## config.mk

```make
export PLATFORM = sky130hd
export DESIGN_NAME = uart_tx_arbiter
export DESIGN_NICKNAME = d
export VERILOG_FILES = /design/src/rtl/uart_tx_arbiter.sv
export SDC_FILE = /design/constraint.sdc
export NUM_CORES = 1
export LEC_CHECK = 0
export BUFFER_PORTS_ARGS = -buffer_cell sky130_fd_sc_hd__buf_2
export CAP_MARGIN = 20
export CORE_ASPECT_RATIO = 0.5
export CORE_MARGIN = 4
export CORE_UTILIZATION = 50
export CTS_CLUSTER_SIZE = 10
export DETAILED_ROUTE_END_ITERATION = 10
export HOLD_SLACK_MARGIN = 0.06
export PLACE_DENSITY = 0.87
export SYNTH_ARGS = -nofsm -noshare
export SYNTH_HDL_FRONTEND = slang
export SYNTH_SLANG_ARGS = --single-unit
```

## constraint.sdc

```tcl
create_clock -name clk -period 2.2 [get_ports clk]
set_clock_uncertainty 0.05 [all_clocks]
set_input_delay 0.11 -clock clk [delete_from_list [all_inputs] [get_ports clk]]
set_output_delay 0.11 -clock clk [all_outputs]
set_load 0.02 [all_outputs]
```

## src/rtl/uart_tx_arbiter.sv

```systemverilog
// Round-robin arbiter that hands one requester's byte at a time to a UART transmitter,
// tracking the transmitter's busy/done handshake and a bounded wait for busy.
module uart_tx_arbiter #(
    parameter int unsigned NUM_REQ      = 4,
    parameter int unsigned DATA_WIDTH   = 8,
    parameter int unsigned BUSY_TIMEOUT = 1023
) (
    input  logic                            clk,
    input  logic                            reset,
    input  logic [NUM_REQ-1:0]              req,
    input  logic [NUM_REQ*DATA_WIDTH-1:0]   req_data,
    output logic [NUM_REQ-1:0]              ack,
    output logic [NUM_REQ-1:0]              done,
    output logic                            tx_en,
    output logic [DATA_WIDTH-1:0]           data_in,
    input  logic                            tx_busy,
    input  logic                            tx_done,
    output logic [$clog2(NUM_REQ)-1:0]      owner,
    output logic                            active,
    output logic                            timeout_err
);

    localparam int unsigned IdxW = $clog2(NUM_REQ);
    localparam int unsigned CntW = $clog2(BUSY_TIMEOUT + 1);
    localparam logic [CntW-1:0] CntLast = CntW'(BUSY_TIMEOUT - 1);

    typedef enum logic [1:0] {
        StIdle,
        StStart,
        StWaitBusy,
        StWaitDone
    } state_e;

    state_e                  state_q;
    logic [IdxW-1:0]         rr_ptr_q;
    logic [IdxW-1:0]         owner_q;
    logic [CntW-1:0]         cnt_q;
    logic                    tx_done_q;
    logic [DATA_WIDTH-1:0]   data_q;
    logic [NUM_REQ-1:0]      ack_q;
    logic [NUM_REQ-1:0]      done_q;
    logic                    tx_en_q;
    logic                    timeout_q;

    logic                    win_valid;
    logic [IdxW-1:0]         win_idx;
    logic [DATA_WIDTH-1:0]   win_data;
    logic                    done_rise;

    function automatic logic [IdxW-1:0] wrap_idx(input logic [IdxW-1:0] base,
                                                 input int unsigned     off);
        int unsigned sum;
        sum = 32'(base) + off;
        return IdxW'(sum % NUM_REQ);
    endfunction

    // Scan from the largest offset down so the requester nearest rr_ptr wins.
    always_comb begin
        win_valid = 1'b0;
        win_idx   = '0;
        for (int i = NUM_REQ - 1; i >= 0; i--) begin
            if (req[wrap_idx(rr_ptr_q, i)]) begin
                win_valid = 1'b1;
                win_idx   = wrap_idx(rr_ptr_q, i);
            end
        end
    end

    assign win_data  = req_data[win_idx*DATA_WIDTH +: DATA_WIDTH];
    assign done_rise = tx_done & ~tx_done_q;

    always_ff @(posedge clk or posedge reset) begin
        if (reset) begin
            state_q   <= StIdle;
            rr_ptr_q  <= '0;
            owner_q   <= '0;
            cnt_q     <= '0;
            tx_done_q <= 1'b0;
            data_q    <= '0;
            ack_q     <= '0;
            done_q    <= '0;
            tx_en_q   <= 1'b0;
            timeout_q <= 1'b0;
        end else begin
            tx_done_q <= tx_done;
            ack_q     <= '0;
            done_q    <= '0;
            tx_en_q   <= 1'b0;
            timeout_q <= 1'b0;
            unique case (state_q)
                StIdle: begin
                    if (win_valid) begin
                        data_q         <= win_data;
                        owner_q        <= win_idx;
                        ack_q[win_idx] <= 1'b1;
                        tx_en_q        <= 1'b1;
                        state_q        <= StStart;
                    end
                end
                StStart: begin
                    cnt_q   <= '0;
                    state_q <= StWaitBusy;
                end
                StWaitBusy: begin
                    // A completion edge wins over busy so a fast transmitter is not lost.
                    if (done_rise) begin
                        done_q[owner_q] <= 1'b1;
                        rr_ptr_q        <= wrap_idx(owner_q, 1);
                        state_q         <= StIdle;
                    end else if (tx_busy) begin
                        state_q <= StWaitDone;
                    end else if (cnt_q == CntLast) begin
                        timeout_q <= 1'b1;
                        rr_ptr_q  <= wrap_idx(owner_q, 1);
                        state_q   <= StIdle;
                    end else begin
                        cnt_q <= cnt_q + 1'b1;
                    end
                end
                StWaitDone: begin
                    if (done_rise) begin
                        done_q[owner_q] <= 1'b1;
                        rr_ptr_q        <= wrap_idx(owner_q, 1);
                        state_q         <= StIdle;
                    end
                end
                default: state_q <= StIdle;
            endcase
        end
    end

    assign ack         = ack_q;
    assign done        = done_q;
    assign tx_en       = tx_en_q;
    assign data_in     = data_q;
    assign owner       = owner_q;
    assign active      = (state_q != StIdle);
    assign timeout_err = timeout_q;

endmodule

```

---- After elaboration in Yosys (flattened, before gate mapping) ----
Index checks and enable logic that the tools add are counted.
word-level totals
  memories ................................ 0
  ROM bits ................................ 0
  RAM bits ................................ 0
  logic and storage cells ................. 94
  output and inout bits ................... 21
  latch bits .............................. 0
  input bits .............................. 40
  bits in registers ....................... 35
operators by class
  bitwise operators ....................... 2
  div/mod/pow operators ................... 0
  $add $sub $neg .......................... 5
  muxes and demuxes ....................... 45
  $lt $le $gt $ge ......................... 8
  reduce and logical (&&, ||, !) cells .... 11
  multipliers ............................. 0
  equal/unequal tests ..................... 12
  shifts and indexed selects .............. 1
operators with widths
  kind                                                                                 number
  32-bit by 6-bit variable part select with 8-bit output                               1
  10-bit two-way mux                                                                   3
  2-bit two-way mux                                                                    13
  10-bit one-hot mux with 2 select lines                                               1
  2-bit by 3-bit < comparator with 1-bit output, second input constant                 6
  1-bit two-way mux                                                                    16
  4-bit two-way mux                                                                    4
  10-bit by 1-bit adder with 10-bit output, second input constant                      1
  10-bit equality test, second input constant                                          1
  2-bit != test, second input constant                                                 5
  1-bit binary-select mux with 2-bit select                                            4
  2-bit one-hot mux with 4 select lines                                                1
  4-bit AND reduction                                                                  2
  3-bit != test, second input constant                                                 2
  2-bit nonzero test                                                                   3
  2-bit by 1-bit adder with 2-bit output, second input constant                        2
  2-bit adder, second input constant                                                   2
  1-bit demux with 2-bit select                                                        2
  2-bit equality test, second input constant                                           2
  2-bit by 1-bit greater-or-equal comparator with 1-bit output, second input constant  2
  4-bit != test, second input constant                                                 1
  2-bit one-hot mux with 2 select lines                                                1
  3-bit AND reduction                                                                  1
  2-bit by 1-bit equality test with 1-bit output, second input constant                1
  other kinds (6)                                                                      7

---- Depth between registers and ports, before layout ----
  depth after elaboration ................. 13
  gate-level depth with buffers ........... 7
  depth with buffers taken out ............ 7

---- Least setup slack after synthesis ----
OpenSTA, ideal clock, no wires.
  path type ............................... register to register
  from .................................... reg cnt_q[0]
  to ...................................... reg rr_ptr_q[1]
  buffers on the path ..................... 0
  arrival ................................. 1531 ps
  clock period less this slack ............ 1706 ps
  required time ........................... 2025 ps
  library setup time ...................... 125 ps
  path slack .............................. 494 ps
  stages on the path, launching flop included .. 8
  cells stage by stage .................... dfrtp_1 -> inv_1 -> ha_1 -> nand4_1 -> nor3_4 -> a21o_1 -> nand2_2 -> mux2_4
on the way
  cells in the longest elaborated chain, start to end .. 3
RTL lines
  what                                  line  text
  start: declaration                    37    logic [CntW-1:0] cnt_q;
  start signal: assignment              117   cnt_q <= cnt_q + 1'b1;
  10-bit equality test                  112   end else if (cnt_q == CntLast) begin
  3-bit != test (no source line)        -
  4-bit AND reduction (no source line)  -
  end signal: assignment                108   rr_ptr_q <= wrap_idx(owner_q, 1);
  end signal: assignment                114   rr_ptr_q <= wrap_idx(owner_q, 1);
  end signal: assignment                123   rr_ptr_q <= wrap_idx(owner_q, 1);
  end: declaration                      35    logic [IdxW-1:0] rr_ptr_q;
Every way passes these cells.
A chain may end at the register's enable or synchronous reset.

---- Worst setup path after layout ----
Same ends and word-level chain as after synthesis.

==> flow_metrics.py <==
metrics = {
    "setup_path": {
        "crit_path_max_incr_delay_ps": 430,
        "arrival_ps": 1980,
        "crit_chain": "inv_1 > ha_1 > nand4_1 > nor3_4 > a21o_1 > nand2_2 > mux2_4",
        "endpoint_kind": "register",
        "worstSetupPathType": "register to register",
        "startpoint_type": "register",
        "crit_path_top_delay_cell": "dfrtp_1",
        "cp.required_ps": 2320,
        "critPathMaxFanout": 9,
    },
    "synthesis": {
        "synth_edf_count": 0,
        "synth_area_per_cell_um2": 10.7,
        "async_flop_share_pct": 100,
        "synth_flop_cell": "dfrtp_1",
        "synth.most_common_cell": "dfrtp_1",
        "yosysTopAreaCellShare_pct": 47.7,
        "yosys.area.top_type": "dfrtp_1",
        "syn-num-nets": 217,
        "ys_top_cells_by_area": "dfrtp_1 48%, mux2i_1 11%, ha_1 4.1%",
        "synth_seq_cells": 35,
        "seq_area_frac_synth_pct": 47.7,
        "syn-cell-area_um2": 1830,
        "postSynthCellCount": 171,
        "yosys_warnings": 0,
        "synthTopCellsByCount": "35 x dfrtp_1, 21 x mux2i_1, 18 x nand2_1",
        "yosysUniqueCellTypes": 37,
    },
    "cells_and_area": {
        "drive_above_1_share_pct": 33.2,
        "post-route-util_pct": 66.1,
        "diodes": 0,
        "n_fill_cell": 265,
        "synthToLayoutAreaGrowth_pct": 25.0,
        "final_nets": 284,
        "final_cells": 289,
    },
    "clock_network": {
        "htreeDepth": 2,
        "numCtsBuffers": 5,
        "post_cts_resized": 0,
        "clk-insertion-delay-late_ps": 290,
        "clkSinkCount": 35,
        "cts-root-buf": "clkbuf_8",
        "clockBufferDepth": 2,
        "cts.clk_slew.worst_paths_ps": 70,
        "cts_tree": "done",
    },
    "drt": {
        "vias": 1518,
        "drt-initial-drc-count": 80,
        "ant_nets": 0,
        "post_drt_wl_per_cell_um": 14.4,
        "drc_errors": 0,
        "first_pass_iters": 4,
        "wirelength_mm": 4.16,
        "viasPerCell": 5.25,
    },
    "power_and_ir_drop": {
        "powerDensity_nw_per_um2": 1070,
        "p_leak_nw": 1.26,
        "peakVddDrop_mv": 0.549,
    },
    "die": {
        "start_util_pct": 52.8,
        "fp.dieW_um": 93.7,
        "fp-row-count": 15,
        "pin_count": 61,
        "fp.dieArea_um2": 4760,
        "die_y_um": 50.8,
        "core_area_um2": 3470,
    },
    "global_route": {
        "track_usage_pct": 19.0,
        "grt_pass1_vias": 1538,
        "overflow": 0,
        "grt_max_degree": 36,
        "grt_pass1_wl_mm": 6.93,
        "antenna_found_initial": 0,
    },
    "timing": {
        "timing.hold.ws_ps": 94.2,
        "period_needed_ps": 1860,
        "hold_violations": 0,
        "max-slew-margin-rel_pct": 70.8,
        "tightestPinTransition_ps": 438,
        "grt_setup_unrepaired": "false",
        "finalCritPeriodShare_pct": 84.6,
        "maxSlewViolCount": 0,
        "setup_viol": 0,
        "tns_ps": 0,
        "fmax_ghz": 0.538,
    },
    "job": {
        "maxCapViolCount": 0,
    },
    "place": {
        "hpwlAfterDp_mm": 3.13,
        "portBuffers": 60,
        "place.gp.congestion": 0.813,
        "dp_cells": 280,
    },
    "status": {
        "status": "completed",
    },
    "min_path": {
        "hold_path.class": "primary input to register",
    },
}
cell families (layout without fill, tap and decap cells):
family	count (synthesis)	after routing	synth area share, %
and+or+nand+nor	64	64	19.6
DFF	35	35	47.7
adders and majority gates	6	6	4.09
buffers and inverters	15	82	3.96
AOI/OAI and AO/OA	23	23	9.41
muxes	22	22	12.3
xor gates and xnor gates	6	6	2.86
final cells by class:
| class | count | area [µm²] | share of cell area [%] |
|---|---|---|---|
| clock buffer | 6 | 82.6 | 3.60 |
| clock inverter | 1 | 5.00 | 0.218 |
| inverter | 10 | 37.5 | 1.64 |
| multi-input combinational | 121 | 886 | 38.6 |
| sequential | 35 | 876 | 38.2 |
| tap | 51 | 63.8 | 2.78 |
| timing repair buffer | 65 | 343 | 14.9 |
final timing paths:
kind                       cells after the start                 endpoint                    from  slack (ps)
setup reg to reg                               7  rr_ptr_q[1]$_DFFE_PP0P_    cnt_q[0]$_DFFE_PP0P_         340
min in group asynchronous                      4         ack[2]$_DFF_PP0_                   reset         420
max in group asynchronous                      4     cnt_q[2]$_DFFE_PP0P_                   reset        1370
hold reg to reg                                2   data_in[3]$_DFFE_PP0P_  data_in[3]$_DFFE_PP0P_         440
setup / recovery                               7  rr_ptr_q[1]$_DFFE_PP0P_    cnt_q[0]$_DFFE_PP0P_         340
hold / removal                                 3   data_in[3]$_DFFE_PP0P_            req_data[11]          90
power by group:
part           internal, W  leakage (nW)  switching [W]  total (W)
Sequential        0.000816         0.456       0.000147   0.000963
Clock             0.000245        0.0470       0.000223   0.000468
Combinational     0.000401         0.752       0.000611    0.00101
Total              0.00146          1.26       0.000980    0.00244
worst max-delay path, delay by kind of cell (launching register included):
family | cells | cell delay (ps)
simple gates | 3 | 580
flops | 1 | 430
mux | 1 | 290
compound gates | 1 | 180
fa+ha+maj | 1 | 140
buf+inv | 1 | 80
state kept, by name, summed over array words and instances, names as in the netlist:
name / cells
ack: 4
data_in: 8
cnt_q: 10
tx_en: 1
tx_done_q: 1
done: 4
rr_ptr_q: 2
timeout_err: 1
owner: 2
state_q: 2
metrics by stage:
step	instance area [µm²]	worst slack (ps)	total power, W
2_1_floorplan	1830	494	0.00167
4_1_cts	2290	338	0.00246
3_5_place_dp	2190	344	0.00198
3_3_place_gp	2190	420	0.00192
5_1_grt	2290	183	0.00261
6_report	2290	340	0.00244
cells in the final DEF (no fill, tap or decap), types with 4 or more instances in the layout:
cell	Yosys	layout
buf_2	1	60
dfrtp_1	35	35
mux2i_1	21	21
nand2_1	18	18
nor2_1	13	13
inv_1	9	9
o221ai_1	8	8
and3_1	7	7
xnor2_1	6	6
ha_1	6	6
clkbuf_8	0	6
o21ai_0	5	5
nand2b_1	4	4
layer usage:
metal	share of wire [%]	track usage, %	vias to the layer above	routed length [µm]
met4	2.5	10.1	0	103
met2	50	32.3	46	2090
li1	-	-	735	-
met3	4.1	4.56	9	171
met5	0	0	-	0
met1	43	22.8	728	1790
timing repair:
action	CTS	global route
hold endpoints to repair	36	0
hold buffers	2	0
buffers inserted	0	0
Power figures use the tool's default switching activity.
